--- src/rtl/mux8_tree_reg.sv ---
//============================================================================
// Module   : mux8_tree_reg (with helpers mux8_tree_reg_mux2, mux8_tree_reg_mux4)
// Purpose  : Registered 8:1 word selector built as a bit-sliced mux tree:
//            two 4:1 stages (words 0..3 and 4..7, select[1:0]) feed a 2:1
//            stage (select[2]), followed by an output register.
// Ports    : clk          - rising-edge clock
//            reset        - synchronous, active-high reset
//            in_valid     - qualifies input_bits/select_bits this cycle
//            input_bits   - eight packed words, word k = [k*WIDTH +: WIDTH]
//            select_bits  - index of the word to pass
//            output_bits  - registered selected word (holds when idle)
//            out_valid    - registered in_valid
//            comb_bits    - unregistered selected word, same cycle
// Options  : MUX_TREE_PIPE_EN - when defined, a pipeline register sits
//            between the 4:1 stages and the 2:1 stage (latency 2).
// Revision : 1.0 - initial release
//============================================================================
`default_nettype none

// 2:1 primitive: o_y = i_s ? i_d1 : i_d0
module mux8_tree_reg_mux2 (
    input  logic i_d0,
    input  logic i_d1,
    input  logic i_s,
    output logic o_y
);
    assign o_y = i_s ? i_d1 : i_d0;
endmodule

// 4:1 primitive built from three 2:1 stages; i_s[0] picks within pairs,
// i_s[1] picks between the pairs.
module mux8_tree_reg_mux4 (
    input  logic       i_d0,
    input  logic       i_d1,
    input  logic       i_d2,
    input  logic       i_d3,
    input  logic [1:0] i_s,
    output logic       o_y
);
    logic w_p01;
    logic w_p23;

    mux8_tree_reg_mux2 u_m01 (.i_d0(i_d0),  .i_d1(i_d1),  .i_s(i_s[0]), .o_y(w_p01));
    mux8_tree_reg_mux2 u_m23 (.i_d0(i_d2),  .i_d1(i_d3),  .i_s(i_s[0]), .o_y(w_p23));
    mux8_tree_reg_mux2 u_mo  (.i_d0(w_p01), .i_d1(w_p23), .i_s(i_s[1]), .o_y(o_y));
endmodule

module mux8_tree_reg #(
    parameter int WIDTH = 1
) (
    input  logic               clk,
    input  logic               reset,
    input  logic               in_valid,
    input  logic [8*WIDTH-1:0] input_bits,
    input  logic [2:0]         select_bits,
    output logic [WIDTH-1:0]   output_bits,
    output logic               out_valid,
    output logic [WIDTH-1:0]   comb_bits
);

    logic [WIDTH-1:0] w_lo;          // words 0..3 stage
    logic [WIDTH-1:0] w_hi;          // words 4..7 stage
    logic [WIDTH-1:0] w_sel;         // unpipelined 2:1 result
    logic [WIDTH-1:0] w_stage_data;  // data presented to the output register
    logic             w_stage_valid; // valid presented to the output register
    logic [WIDTH-1:0] r_out;
    logic             r_out_valid;

    generate
        for (genvar b = 0; b < WIDTH; b++) begin : g_bit
            mux8_tree_reg_mux4 u_lo (
                .i_d0 (input_bits[0*WIDTH+b]),
                .i_d1 (input_bits[1*WIDTH+b]),
                .i_d2 (input_bits[2*WIDTH+b]),
                .i_d3 (input_bits[3*WIDTH+b]),
                .i_s  (select_bits[1:0]),
                .o_y  (w_lo[b])
            );
            mux8_tree_reg_mux4 u_hi (
                .i_d0 (input_bits[4*WIDTH+b]),
                .i_d1 (input_bits[5*WIDTH+b]),
                .i_d2 (input_bits[6*WIDTH+b]),
                .i_d3 (input_bits[7*WIDTH+b]),
                .i_s  (select_bits[1:0]),
                .o_y  (w_hi[b])
            );
            mux8_tree_reg_mux2 u_top (
                .i_d0 (w_lo[b]),
                .i_d1 (w_hi[b]),
                .i_s  (select_bits[2]),
                .o_y  (w_sel[b])
            );
        end
    endgenerate

    // comb_bits always comes from the unpipelined tree, in either build.
    assign comb_bits = w_sel;

`ifdef MUX_TREE_PIPE_EN
    // Pipeline register between the 4:1 stages and the final 2:1 stage.
    logic [WIDTH-1:0] r_lo;
    logic [WIDTH-1:0] r_hi;
    logic             r_sel2;
    logic             r_pipe_valid;
    logic [WIDTH-1:0] w_pipe_sel;

    always_ff @(posedge clk) begin
        if (reset) begin
            r_lo         <= '0;
            r_hi         <= '0;
            r_sel2       <= 1'b0;
            r_pipe_valid <= 1'b0;
        end else begin
            r_lo         <= w_lo;
            r_hi         <= w_hi;
            r_sel2       <= select_bits[2];
            r_pipe_valid <= in_valid;
        end
    end

    generate
        for (genvar b = 0; b < WIDTH; b++) begin : g_pipe_bit
            mux8_tree_reg_mux2 u_pipe_top (
                .i_d0 (r_lo[b]),
                .i_d1 (r_hi[b]),
                .i_s  (r_sel2),
                .o_y  (w_pipe_sel[b])
            );
        end
    endgenerate

    assign w_stage_data  = w_pipe_sel;
    assign w_stage_valid = r_pipe_valid;
`else
    assign w_stage_data  = w_sel;
    assign w_stage_valid = in_valid;
`endif

    // Output register: data only loads on a valid beat, otherwise it holds.
    always_ff @(posedge clk) begin
        if (reset) begin
            r_out       <= '0;
            r_out_valid <= 1'b0;
        end else begin
            r_out_valid <= w_stage_valid;
            if (w_stage_valid) begin
                r_out <= w_stage_data;
            end
        end
    end

    assign output_bits = r_out;
    assign out_valid   = r_out_valid;

endmodule

`default_nettype wire

--- config.mk ---
export PLATFORM = sky130hd
export DESIGN_NAME = mux8_tree_reg
export DESIGN_NICKNAME = d
export VERILOG_FILES = /design/src/rtl/mux8_tree_reg.sv
export SDC_FILE = /design/constraint.sdc
export NUM_CORES = 1
export LEC_CHECK = 0
export BUFFER_PORTS_ARGS = -buffer_cell sky130_fd_sc_hd__buf_4
export CAP_MARGIN = 15
export CORE_AREA = 2 2 39 41
export CTS_BUF_LIST = sky130_fd_sc_hd__clkbuf_8
export DETAILED_ROUTE_END_ITERATION = 10
export DIE_AREA = 0 0 41 43
export GPL_TIMING_DRIVEN = 0
export PLACE_DENSITY = 0.4
export SYNTH_ARGS = -nofsm -noshare
export SYNTH_HDL_FRONTEND = slang
export SYNTH_SLANG_ARGS = --single-unit
--- constraint.sdc ---
create_clock -name clk -period 4 [get_ports clk]
set_clock_uncertainty 0.15 [all_clocks]
set_input_delay 0.4 -clock clk [delete_from_list [all_inputs] [get_ports clk]]
set_output_delay 0.4 -clock clk [all_outputs]
set_load 0.01 [all_outputs]
After elaboration in Yosys (flattened, before gate mapping):

Cells that the tools add are included.

* input bits: 14
* logic and storage cells: 9
* memory bits (read-only): 0
* bits in latches: 0
* register bits after elaboration: 2
* bits in writable memories: 0
* memories kept: 0

* multiply operators: 0
* add/sub/neg operators: 0
* shifts and indexed selects: 0
* equality and inequality tests: 0
* bitwise operators: 0
* reduce and logical (&&, ||, !) cells: 0
* order comparisons: 0
* div/mod/pow operators: 0
* multiplexer cells: 7

Operator list (number)
* two-way mux 1 bit: 7

Longest topological paths before layout:

* word-level depth: 3
* depth in mapped cells: 4
* gate-level depth less buffers: 3

Hierarchy:

A second synthesis with hierarchy kept.

* cells, all modules: 12
* area, all modules: 165.2 um^2

By module, submodules not included
* mux8_tree_reg_mux2: cells each 1, seq. area each 0.0 um^2, times used 7, area an instance 15.0 um^2
* mux8_tree_reg: cells each 5, seq. area each 40.0 um^2, times used 1, area an instance 60.1 um^2

Worst setup path after synthesis:

No wires, ideal clock.

* path type: input to output
* start point: input select_bits[0]
* end point: output comb_bits
* stages: 4
* arrival time: 1.233 ns
* setup slack: 2.217 ns
* cells stage by stage: clkbuf_2 -> mux2i_1 -> mux4_2 -> inv_1

* word-level cells in the longest chain between the ends: 3
* elaborated cells on any way between the ends: 7
* those cells by class: mux: 7

Ends and longest elaborated chain
* from (decl): RTL line 55 `input logic [2:0] select_bits,`
* two-way mux 1 bit (2 in series): RTL line 27 `assign o_y = i_s ? i_d1 : i_d0;`
* two-way mux 1 bit (*): RTL line 27
* to (decl): RTL line 58 `output logic [WIDTH-1:0] comb_bits`

Mark *: on every way between the ends. The rest lies on a longest branch, timed or not.

Final worst setup path:

Same ends and word-level chain as after synthesis.

==> impl_table.tex <==
\begin{tabular}{lr}
\hline
Metric & Value \\
\hline
\multicolumn{2}{l}{\textbf{Drt}} \\
Total wire length after detailed routing & 462 µm \\
Number of vias per cell after detailed routing & 3.43 \\
Detail-routed net length per standard cell & about 10 µm \\
Highest routed metal layer & met3 \\
Remaining design rule violation count & 0 \\
Violation count after the first detailed-route iteration & 2 \\
Met1 Routed Length & 163 µm \\
Routed via count & 158 \\
Met2 wire length & between 200 and 250 µm \\
DR pass1 iterations & 2 \\
Total met3 wirelength after detailed routing & 97 µm \\
Final ANT Viol Nets & 0 \\
\multicolumn{2}{l}{\textbf{Pwr}} \\
Pint & between 0.0001 and 0.00015 W \\
Combinational share of power & 0.194 \\
Static Leak & about 0.16 nW \\
Power per cell area & approximately 400 nW/µm² \\
Net switching fraction of the power & 0.184 \\
Sequential Power Share & 0.179 \\
Net switching component of the power & 0.0000227 W \\
Clock power frac & 0.627 \\
Worst ir drop on vdd & slightly above 0.06 mV \\
\multicolumn{2}{l}{\textbf{Timing}} \\
RSZ-0062 raised after global routing & no \\
Total Neg Setup Slack & 0 ns \\
Slew at the pin closest to its max-slew limit & 0.126 ns \\
Final cycle utilization of the critical path & 0.473 \\
Final period demand of the worst path & about 1.9 ns \\
Final Setup Violations & 0 \\
Number of failing hold endpoints at the final stage & 0 \\
Final Max Slew Viols & 0 \\
Slew headroom & 0.914 \\
Peak clock frequency supported by timing & 528 MHz \\
\multicolumn{2}{l}{\textbf{Clock network}} \\
Number of post-CTS setup repair buffers & 0 \\
Worst-path clk slew & 0.03 ns \\
Clk Tree Root Cell & clkbuf\_8 \\
Number of clock sinks & 2 \\
Number of instances resized during post-cts repair & 0 \\
Total clock buffers created by CTS & 3 \\
Maximum number of buffers from clock root to sink & 2 \\
Number of buffers added to fix hold violations after cts & 0 \\
TritonCTS clock tree & done \\
Clock insertion delay at the later pin of the skew report & about 0.21 ns \\
\# H-tree levels & 1 \\
\multicolumn{2}{l}{\textbf{Placement}} \\
Count of buffers inserted at the top-level ports & 15 \\
GPL Wtd Cong & 0.680 \\
Number of instances in the placed design & 43 \\
Placement-stage cell area & 267 µm² \\
\multicolumn{2}{l}{\textbf{Finish}} \\
Number of nets at the end of the flow & 46 \\
Area growth from synthesis to layout & 130\% \\
Number of antenna diodes & 0 \\
Number of standard cells in the final layout excluding fillers & 46 \\
Proportion of layout cells with a drive suffix above 1 & 0.700 \\
Final std cell area, no fill & between 300 and 400 µm² \\
Core occupancy in the finished layout & 0.222 \\
Fill cells & 143 \\
\multicolumn{2}{l}{\textbf{Outcome}} \\
Status & finished clean \\
\multicolumn{2}{l}{\textbf{Synth}} \\
Mapped cell area & 134 µm² \\
Synthesis-stage register bit count & 2 \\
Synthesized area per cell & approximately 11 µm² \\
Synthesized net count & 26 \\
Fraction of the yosys area taken by sequential cells & 0.299 \\
Mapped Cells & 12 \\
Count of different cell masters after synthesis & 8 \\
Synth warn & 0 \\
\multicolumn{2}{l}{\textbf{Global route}} \\
Global-route wire length before repair & 738 µm \\
Overall routing resource usage & 0.0782 \\
GRT Residual Overflow & 0 \\
Antenna violations before repair & 0 \\
Vias in the first global route & roughly 190 \\
Pin count of the biggest net entering global routing & 5 \\
\multicolumn{2}{l}{\textbf{Flow run}} \\
Number of maximum-capacitance violations & 0 \\
\multicolumn{2}{l}{\textbf{Floorplanning}} \\
Die area & 1760 µm² \\
Ports placed on the boundary & 17 \\
Standard-cell rows & 14 \\
Area of the core & 1380 µm² \\
Die width & 41 µm \\
Die extent in y & 43 µm \\
Initial Utilization & 0.0967 \\
\multicolumn{2}{l}{\textbf{Critical path}} \\
Category of the worst setup path capture point & primary output \\
Req. time, crit path & roughly 3.5 ns \\
Critical path peak fanout & 4 \\
Arrival time of the worst setup path & $\sim$1.3 ns \\
Kind of launch point of the worst setup path & primary input \\
Critical path class & in -> out \\
\multicolumn{2}{l}{\textbf{Hold path}} \\
HP Class & in -> reg \\
\hline
\end{tabular}
[final timing paths]
path	startpoint	to	slack (ns)	cells after the start
min	reset	output_bits	0.21	2
max	select_bits[0]	comb_bits	2.11	5
min reg2reg	output_bits	output_bits	0.37	2
max reg2reg	output_bits	output_bits	3.23	2
[power by group through the flow]
stage | combinational (W) | sequential [W] | clock (W)
after floorplan | 0.00000890 | 0.0000230 | 0
after global placement | 0.0000238 | 0.0000223 | 0
after detailed placement | 0.0000245 | 0.0000223 | 0
after CTS | 0.0000245 | 0.0000221 | 0.0000808
after global routing | 0.0000265 | 0.0000222 | 0.0000860
final | 0.0000240 | 0.0000221 | 0.0000774
[Yosys cell counts, drive strengths merged]
master / count / area (µm²)
mux2i: 4 / 40.0
dfxtp: 2 / 40.0
a211oi: 1 / 12.5
clkbuf: 1 / 5.00
inv: 1 / 3.75
mux4: 1 / 22.5
nor2: 1 / 3.75
nor2b: 1 / 6.26
[cells by family after synthesis]
family | count (synthesis) | share of synthesized area
flops | 2 | 0.299
buf+inv | 2 | 0.0654
mux | 5 | 0.467
compound gates | 1 | 0.0934
simple gates | 2 | 0.0748
[layout make-up]
type	instances	area, µm²	area share
plain buffers	1	5.00	0.0163
inverters	1	3.75	0.0122
well taps	16	20.0	0.0650
clock buffers	3	41.3	0.134
multi-input cells	8	85.1	0.276
flip-flops and latches	2	40.0	0.130
repair buffers	15	113	0.366
[critical path: stages]
cell and delay (ns):
clkbuf_2 0.13, mux2i_1 0.13, mux4_2 0.50, inv_1 0.07, buf_4 0.11
[registers in the layout, indices dropped and copies added (netlist names)]
| name | count |
|---|---|
| output_bits | 1 |
| out_valid | 1 |
[per-layer routing]
metal | GRT usage | vias to the layer above
li1 | - | 80
met1 | 0.0545 | 61
met2 | 0.0938 | 17
met3 | 0.115 | 0
met4 | 0.0600 | 0
met5 | 0 | -
[cell usage in the layout (no fill, tap or decap)]
cell type / Yosys / final
mux2i_1: 4 / 4
nor2_1: 1 / 1
clkbuf_2: 1 / 1
buf_4: 0 / 15
dfxtp_1: 2 / 2
inv_1: 1 / 1
clkbuf_8: 0 / 3
mux4_2: 1 / 1
nor2b_1: 1 / 1
a211oi_2: 1 / 1
[through the flow]
step	hold slack, ns	worst slack [ns]	power [W]
after floorplan	0.315	2.22	0.0000319
after global placement	0.366	2.11	0.0000461
after detailed placement	0.375	2.10	0.0000468
after CTS	0.202	2.10	0.000127
after global routing	0.198	2.05	0.000135
final	0.208	2.11	0.000124
(Power assumes the default switching activity.)
